===== src/rtl/rom_wave_reader.sv =====
// Phase-accumulator address generator that sweeps a waveform ROM and retimes
// the returned words into a registered sample stream with completion signalling.
module rom_wave_reader #(
    parameter int ADDR_WIDTH  = 10,
    parameter int DATA_WIDTH  = 8,
    parameter int PHASE_WIDTH = 32,
    parameter int ROM_LATENCY = 1
) (
    input  logic                   clk,
    input  logic                   rst_n,
    input  logic                   start,
    input  logic                   stop,
    input  logic                   single,
    input  logic [PHASE_WIDTH-1:0] freq_word,
    input  logic [ADDR_WIDTH-1:0]  phase_offset,
    output logic [ADDR_WIDTH-1:0]  rom_addr,
    output logic                   rom_clk_en,
    input  logic [DATA_WIDTH-1:0]  rom_data,
    output logic [DATA_WIDTH-1:0]  sample,
    output logic                   sample_valid,
    output logic                   busy,
    output logic                   done
);

    typedef enum logic [1:0] {IDLE, RUN, DRAIN} state_t;

    state_t                 state, state_nxt;
    logic [PHASE_WIDTH-1:0] phase;
    logic [PHASE_WIDTH-1:0] fw_q;
    logic [ADDR_WIDTH-1:0]  off_q;
    logic                   single_q;
    logic [ROM_LATENCY-1:0] vld_pipe;
    logic [ROM_LATENCY:0]   vld_shift;
    logic [PHASE_WIDTH:0]   phase_sum;
    logic                   wrap;
    logic                   accept;
    logic                   issue;
    logic                   last_issue;

    // Carry-out of the accumulator marks one full pass through the table.
    assign phase_sum  = {1'b0, phase} + {1'b0, fw_q};
    assign wrap       = phase_sum[PHASE_WIDTH];
    assign accept     = (state == IDLE) && start && (freq_word != '0);
    assign issue      = (state == RUN);
    assign last_issue = issue && (stop || (single_q && wrap));
    assign vld_shift  = {vld_pipe, issue};

    assign busy       = (state != IDLE);
    assign rom_clk_en = busy;

    always_ff @(posedge clk or negedge rst_n) begin
        if (!rst_n) state <= IDLE;
        else        state <= state_nxt;
    end

    // done fires in the DRAIN cycle that carries the final sample.
    always_comb begin
        state_nxt = state;
        done      = 1'b0;
        case (state)
            IDLE:    if (accept) state_nxt = RUN;
            RUN:     if (last_issue) state_nxt = DRAIN;
            DRAIN: begin
                if (sample_valid && (vld_pipe == '0)) begin
                    done      = 1'b1;
                    state_nxt = IDLE;
                end
            end
            default: state_nxt = IDLE;
        endcase
    end

    // rom_addr is registered so the address for a RUN cycle is already on the
    // bus during that cycle; the first one is loaded on the start edge.
    always_ff @(posedge clk or negedge rst_n) begin
        if (!rst_n) begin
            phase    <= '0;
            fw_q     <= '0;
            off_q    <= '0;
            single_q <= 1'b0;
            rom_addr <= '0;
        end else if (accept) begin
            phase    <= '0;
            fw_q     <= freq_word;
            off_q    <= phase_offset;
            single_q <= single;
            rom_addr <= phase_offset;
        end else if (issue) begin
            phase <= phase_sum[PHASE_WIDTH-1:0];
            if (!last_issue)
                rom_addr <= phase_sum[PHASE_WIDTH-1 -: ADDR_WIDTH] + off_q;
        end
    end

    always_ff @(posedge clk or negedge rst_n) begin
        if (!rst_n) begin
            vld_pipe     <= '0;
            sample_valid <= 1'b0;
            sample       <= '0;
        end else begin
            vld_pipe     <= vld_shift[ROM_LATENCY-1:0];
            sample_valid <= vld_pipe[ROM_LATENCY-1];
            if (vld_pipe[ROM_LATENCY-1])
                sample <= rom_data;
        end
    end

endmodule


===== config.mk =====
export PLATFORM = sky130hd
export DESIGN_NAME = rom_wave_reader
export DESIGN_NICKNAME = d
export VERILOG_FILES = /design/src/rtl/rom_wave_reader.sv
export SDC_FILE = /design/constraint.sdc
export NUM_CORES = 1
export LEC_CHECK = 0
export ABC_AREA = 1
export BUFFER_PORTS_ARGS = -buffer_cell sky130_fd_sc_hd__buf_2
export CORE_ASPECT_RATIO = 0.6
export CORE_MARGIN = 5
export CORE_UTILIZATION = 50
export DETAILED_ROUTE_END_ITERATION = 16
export HOLD_SLACK_MARGIN = 0.15
export MAX_ROUTING_LAYER = met4
export PLACE_DENSITY_LB_ADDON = 0.08
export SYNTH_ARGS = -nofsm -noshare
export SYNTH_HDL_FRONTEND = slang
export SYNTH_SLANG_ARGS = --single-unit

===== constraint.sdc =====
create_clock -name clk -period 3.9 [get_ports clk]
set_input_delay 0.195 -clock clk [delete_from_list [all_inputs] [get_ports clk]]
set_output_delay 0.195 -clock clk [all_outputs]
set_load 0.005 [all_outputs]

* Yosys cells after proc, flatten, opt, wreduce, memory -nomap -nowiden
Index checks and enable logic that the tools add are counted.
** Word-level totals
- Output and inout port bits :: 22
- Input port bits :: 55
- Flip-flop bits (word level) :: 97
- Logic and storage cells :: 41
** Operators by class
- Eq/ne operators :: 6
- Multiplexer cells :: 11
- Add/sub/neg operators :: 2
- Reduce and logical (&&, ||, !) cells :: 12
- Bitwise operators :: 1
** Operator list (number)
- $mux W32 :: 2
- $add A32 B32 Y33 :: 1
- $reduce_bool A32 Y1 :: 1
- $mux W10 :: 3
- $add A10 B10 Y10 :: 1
- $mux W2 :: 3
- $ne A2 B2 Y1 const B :: 3
- $pmux W2 S3 :: 1
- $logic_and A1 B1 Y1 :: 5
- $reduce_bool A2 Y1 :: 2
- $reduce_and A3 Y1 :: 1
- $eq A2 B1 Y1 const B :: 1
- $eq A2 B2 Y1 const B :: 1
- $logic_not A2 Y1 :: 1
- $mux W1 :: 2
- $ne A2 B1 Y1 const B :: 1
- $reduce_and A2 Y1 :: 1
- $logic_or A1 B1 Y1 :: 1
- $not A1 Y1 :: 1

* Longest topological paths before layout
- Depth after elaboration :: 7
- Gate-level depth with buffers :: 26
- Mapped depth without buffers :: 26

* Least setup slack after synthesis
No wires, ideal clock.
- Path kind :: register to register
- Start point :: reg phase[0]
- End point :: reg rom_addr[8]
- Setup slack :: 320 ps
- Period minus slack after synthesis :: 3580 ps
- Data arrival time :: 3515 ps
- Setup time :: 65 ps
- Path buffers :: 0
- Stages on the path, launching flop included :: 25
- Required time :: 3835 ps
- Path through :: dfrtp_1 -> ha_1 -> fa_1 -> nand2_1 -> nand2_1 -> o21a_2 -> a31oi_1 -> o21ai_1 -> nand2_1 -> nand2_1 -> nand2_1 -> nand2_1 -> nand2_1 -> and2_1 -> ha_1 -> inv_1 -> fa_1 -> o31ai_1 -> nand2_1 -> o311ai_0 -> xor2_1 -> nand2_1 -> o21ai_0 -> nand2_2 -> nand2_1
** Between the ends
- Word-level cells in the longest chain between the ends :: 6
- Elaborated cells on any way between the ends :: 10
- Those cells by class :: add/sub (2); eq/ne (1); mux (3); reduce/logical (4)
** RTL lines
- start, declared :: RTL line 28 : logic [PHASE_WIDTH-1:0] phase;
- start signal, assigned :: RTL line 89 : phase <= phase_sum[PHASE_WIDTH-1:0];
- $add A32 B32 Y33 (*) :: RTL line 41 : assign phase_sum = {1'b0, phase} + {1'b0, fw_q};
- parallel branches: the longest is 5 deep, another holds $add A10 B10 Y10
- end signal, assigned :: RTL line 87 : rom_addr <= phase_offset;
- end signal, assigned :: RTL line 91 : rom_addr <= phase_sum[PHASE_WIDTH-1 -: ADDR_WIDTH] + off_q;
- end, declared :: RTL line 16 : output logic [ADDR_WIDTH-1:0] rom_addr,
Every way passes the cells marked *. The select of a mux whose other input is x is not followed.
A chain may end at the register's enable or synchronous reset.

* Worst setup path after layout
- Start point :: reg phase[0]
- End point :: reg rom_addr[7]
Same word-level chain as after synthesis.

==> results.toml <==
[setup_path]
path_buf_inv = 0
criticalPathCategory = "flip-flop to flip-flop"
crit_slowest_cell = "dfrtp_1"
crit_top_cell = "nand2_1"
path_cells = "ha_2 > fa_1 > nand2_1 > nand2_1 > o21a_2 > nand2_1 > nand2_1 > nand2_1 > nand2_2 > nand2_2 > nand2_2 > xor2_1 > ha_1 > a21o_1 > nand3_1 > nand2_1 > a21oi_1 > o21bai_1 > nand2_1 > nand2_1 > o22ai_1 > nand2_2 > nand2_2"
arrival_ns = 3.91
cp-end-kind = "flip-flop"
critPathRequiredTime_ns = 4.19
slowest_delay_ns = 0.39
cp_max_fo = 4
cpLargestDelayFamily = "simple AND/OR/NAND/NOR gates"
startpoint_type = "flip-flop"

[routing]
routed_wl_um = 17500
wl_met1_um = 9450
top_layer_used = "met4"
first_pass_iters = 6
drc = 0
vias = 5904
met3_length_um = 1140
routed-wl-met2_um = 6790
via_per_inst = 5.28
drt_iter0_markers = 350
ant_nets = 0
wl_per_cell_um = 15.6

[power_and_ir_drop]
powerDensity_nw_per_um2 = 997
total_power_mw = 7.70
power.internal_mw = 3.87
swShare_pct = 49.7
peakVddDrop_v = 0.000510
netSwitchingPower_mw = 3.83
leakage_nw = 4.09
clkPwrFrac_pct = 12.5
pwr-share-comb_pct = 64.2
p_seq_share_pct = 23.3

[layout]
fillerInstances = 1110
drive_gt1_share_pct = 16.4
nNetsFinal = 1047
antenna_cells = 0
syn_to_final_growth_pct = 22.2

[timing]
fin_skew_ns = 0.00946
period_minus_slack_ns = 3.62
timing.fmax_mhz = 276
rsz0062_at_grt = "true"
max-slew-margin-rel_pct = 36.8
final-max-slew-violation-count = 0
fin_ws_ns = 0.277
hold_violations = 0
worstMarginPinSlew_ns = 0.948
setup_viol_count_final = 0
fin_crit_sh_pct = 92.9
holdWs_ns = 0.151

[clocking]
postCtsSetupBuffers = 0
htree_levels = 3
worstSkewPairLatency_ns = 0.35
clk_path_buf_depth = 2
clk_pin_slew_ns = 0.08
cts_root_buf = "clkbuf_16"
cts_inserted_buffers = 9
cts_tree = "built"
clock_sinks = 97

[place]
routabilityCongestion = 0.921
dp_slack_ns = 0.00174
place.port_buffers = 76
hpwl_um = 13000

[synthesis]
syn-cell-area_um2 = 6320
yosys_warnings = 0
async_flop_share_pct = 100
synthDistinctLibCells = 47
syn_nets = 925
synth.yosys.seq_area_share_pct = 38.4
ys_ff_latch = 97
synth-edff-count = 0
synthTopCellsByArea = "dfrtp_1, nand2_1, ha_1, nand3_1, inv_1"
syn_avg_cell_area_um2 = 7.64
syn_inst = 827
yosysTopAreaCell = "dfrtp_1"
synth-main-ff-cell = "dfrtp_1"
synth_top_area_share_pct = 38.4

[floorplan]
start_util_pct = 51.7
fp.coreArea_um2 = 12200
die_w_um = 155
rows = 31
die_h_um = 97.1
design.die.area_um2 = 15100
io_pins = 77

[global_routing]
antenna_found_initial = 0
grt_max_degree = 74
overflow = 0
grt_pass1_wl_um = 29200
grt_pass1_vias = 5818
grt.total_usage_pct = 24.6

[job]
maxCapViolations = 0

[min_path]
min-delay-path-class = "input port to flip-flop"

[outcome]
status = "complete, no violations"
cells by family after synthesis:
| logic type | synth area share, % |
|---|---|
| adder cells (fa/ha/maj) | 8.75 |
| AND/OR/NAND/NOR | 27.3 |
| flip-flops | 38.4 |
| XOR/XNOR | 2.77 |
| multiplexers | 1.78 |
| AO/OA/AOI/OAI | 12.6 |
| buffers and inverters | 8.35 |
area by class of cell:
class	instances	area, um2	share of cell area, %
clock inverter	7	97.6	1.26
clock buffer	9	225	2.92
multi-input combinational	608	3430	44.5
tap	165	206	2.67
inverter	96	360	4.66
timing repair buffer	137	973	12.6
sequential	97	2430	31.4
flip-flops by register name (all words and copies together), names as in the netlist:
register,count
state,2
sample_valid,1
sample,8
single_q,1
phase,32
rom_addr,10
vld_pipe,1
fw_q,32
off_q,10
worst reg2reg max path, cell delays in order, from the launching register on:
cell,delay (ns)
dfrtp_1,0.39
ha_2,0.20
fa_1,0.39
nand2_1,0.10
nand2_1,0.06
o21a_2,0.16
nand2_1,0.07
nand2_1,0.10
nand2_1,0.10
nand2_2,0.10
nand2_2,0.08
nand2_2,0.07
xor2_1,0.28
ha_1,0.34
a21o_1,0.21
nand3_1,0.07
nand2_1,0.09
a21oi_1,0.24
o21bai_1,0.13
nand2_1,0.07
nand2_1,0.05
o22ai_1,0.16
nand2_2,0.07
nand2_2,0.06
final timing paths:
check                                       from                       to  slack, ns  cells after the start
setup / recovery            phase[0]$_DFFE_PN0P_  rom_addr[7]$_DFFE_PN0P_       0.28                     23
hold / removal                     freq_word[29]     fw_q[29]$_DFFE_PN0P_       0.15                      3
setup reg to reg            phase[0]$_DFFE_PN0P_  rom_addr[7]$_DFFE_PN0P_       0.28                     23
hold reg to reg            sample[4]$_DFFE_PN0P_    sample[4]$_DFFE_PN0P_       0.47                      2
max in group asynchronous                  rst_n    phase[22]$_DFFE_PN0P_       2.49                      3
min in group asynchronous                  rst_n     phase[6]$_DFFE_PN0P_       0.53                      2
through the flow:
step / TNS, ns / instance area (um2) / std cells / utilization (%)
after floorplan: 0 / 6320 / 827 / -
after global placement: 0 / 6860 / 1055 / 56.1
after detailed placement: 0 / 6860 / 1055 / 56.1
after CTS: 0 / 7670 / 1119 / 62.8
after global routing: -0.0754 / 7720 / 1119 / 63.2
final: 0 / 7720 / 1119 / 63.2
cell usage after synthesis, types with 2 or more instances:
cell      count
nand3_1      70
dfrtp_1      97
buf_4         7
ha_1         41
fa_1          2
buf_6         5
mux2_1        6
a31oi_1       5
nand2_1     223
inv_2         2
or2_2         4
nand2_2      21
nor3_1        6
and2_1        6
xnor2_1      10
clkbuf_1      9
nor4_1        5
a21oi_1      34
buf_2         5
xor2_1       10
o211ai_1      2
and3_1        2
mux2_2        4
nand3b_1      2
a21oi_2       3
nor2_1       43
nand4_1      10
a21o_1        7
inv_1        93
a221oi_1      2
o21ai_1       5
o21bai_1      8
o21ai_0      62
o22ai_1       3
timing repair:
action | 4_1_cts | 5_1_grt
hold endpoints to repair | 119 | 0
endpoints found under the setup margin | 1 | 5
gates resized for setup | 1 | 11
hold buffers | 48 | 0
pin swaps | 0 | 2
power by group through the flow:
stage / clock network, mW / registers [mW] / logic [mW]
after floorplan: 0 / 1.71 / 3.57
after global placement: 0 / 1.77 / 4.62
after detailed placement: 0 / 1.80 / 4.68
after CTS: 0.980 / 1.79 / 4.76
after global routing: 1.02 / 1.85 / 5.59
final: 0.960 / 1.80 / 4.94
layer usage:
layer  track usage, %  vias to the layer above
met2             32.6                      162
met4             3.53                        0
met1             38.8                     2783
li1                 -                     2953
met3             5.07                        6
met5                -                        -
cell usage in the layout, fill, tap and decap left out, types with 5 or more instances in the layout:
cell / n
mux2_1: 6
nor2_1: 43
a21oi_1: 34
dfrtp_1: 97
nand2_1: 221
buf_2: 75
ha_1: 40
nand3_1: 70
o21ai_0: 62
o21bai_1: 8
nor4_1: 5
xnor2_1: 9
nand4_1: 10
nor3_1: 6
clkbuf_16: 9
inv_1: 93
a21o_1: 7
and2_1: 6
buf_4: 13
dlygate4sd3_1: 48
xor2_1: 9
nand2_2: 22
No activity file was read; power rests on OpenSTA's default activity.
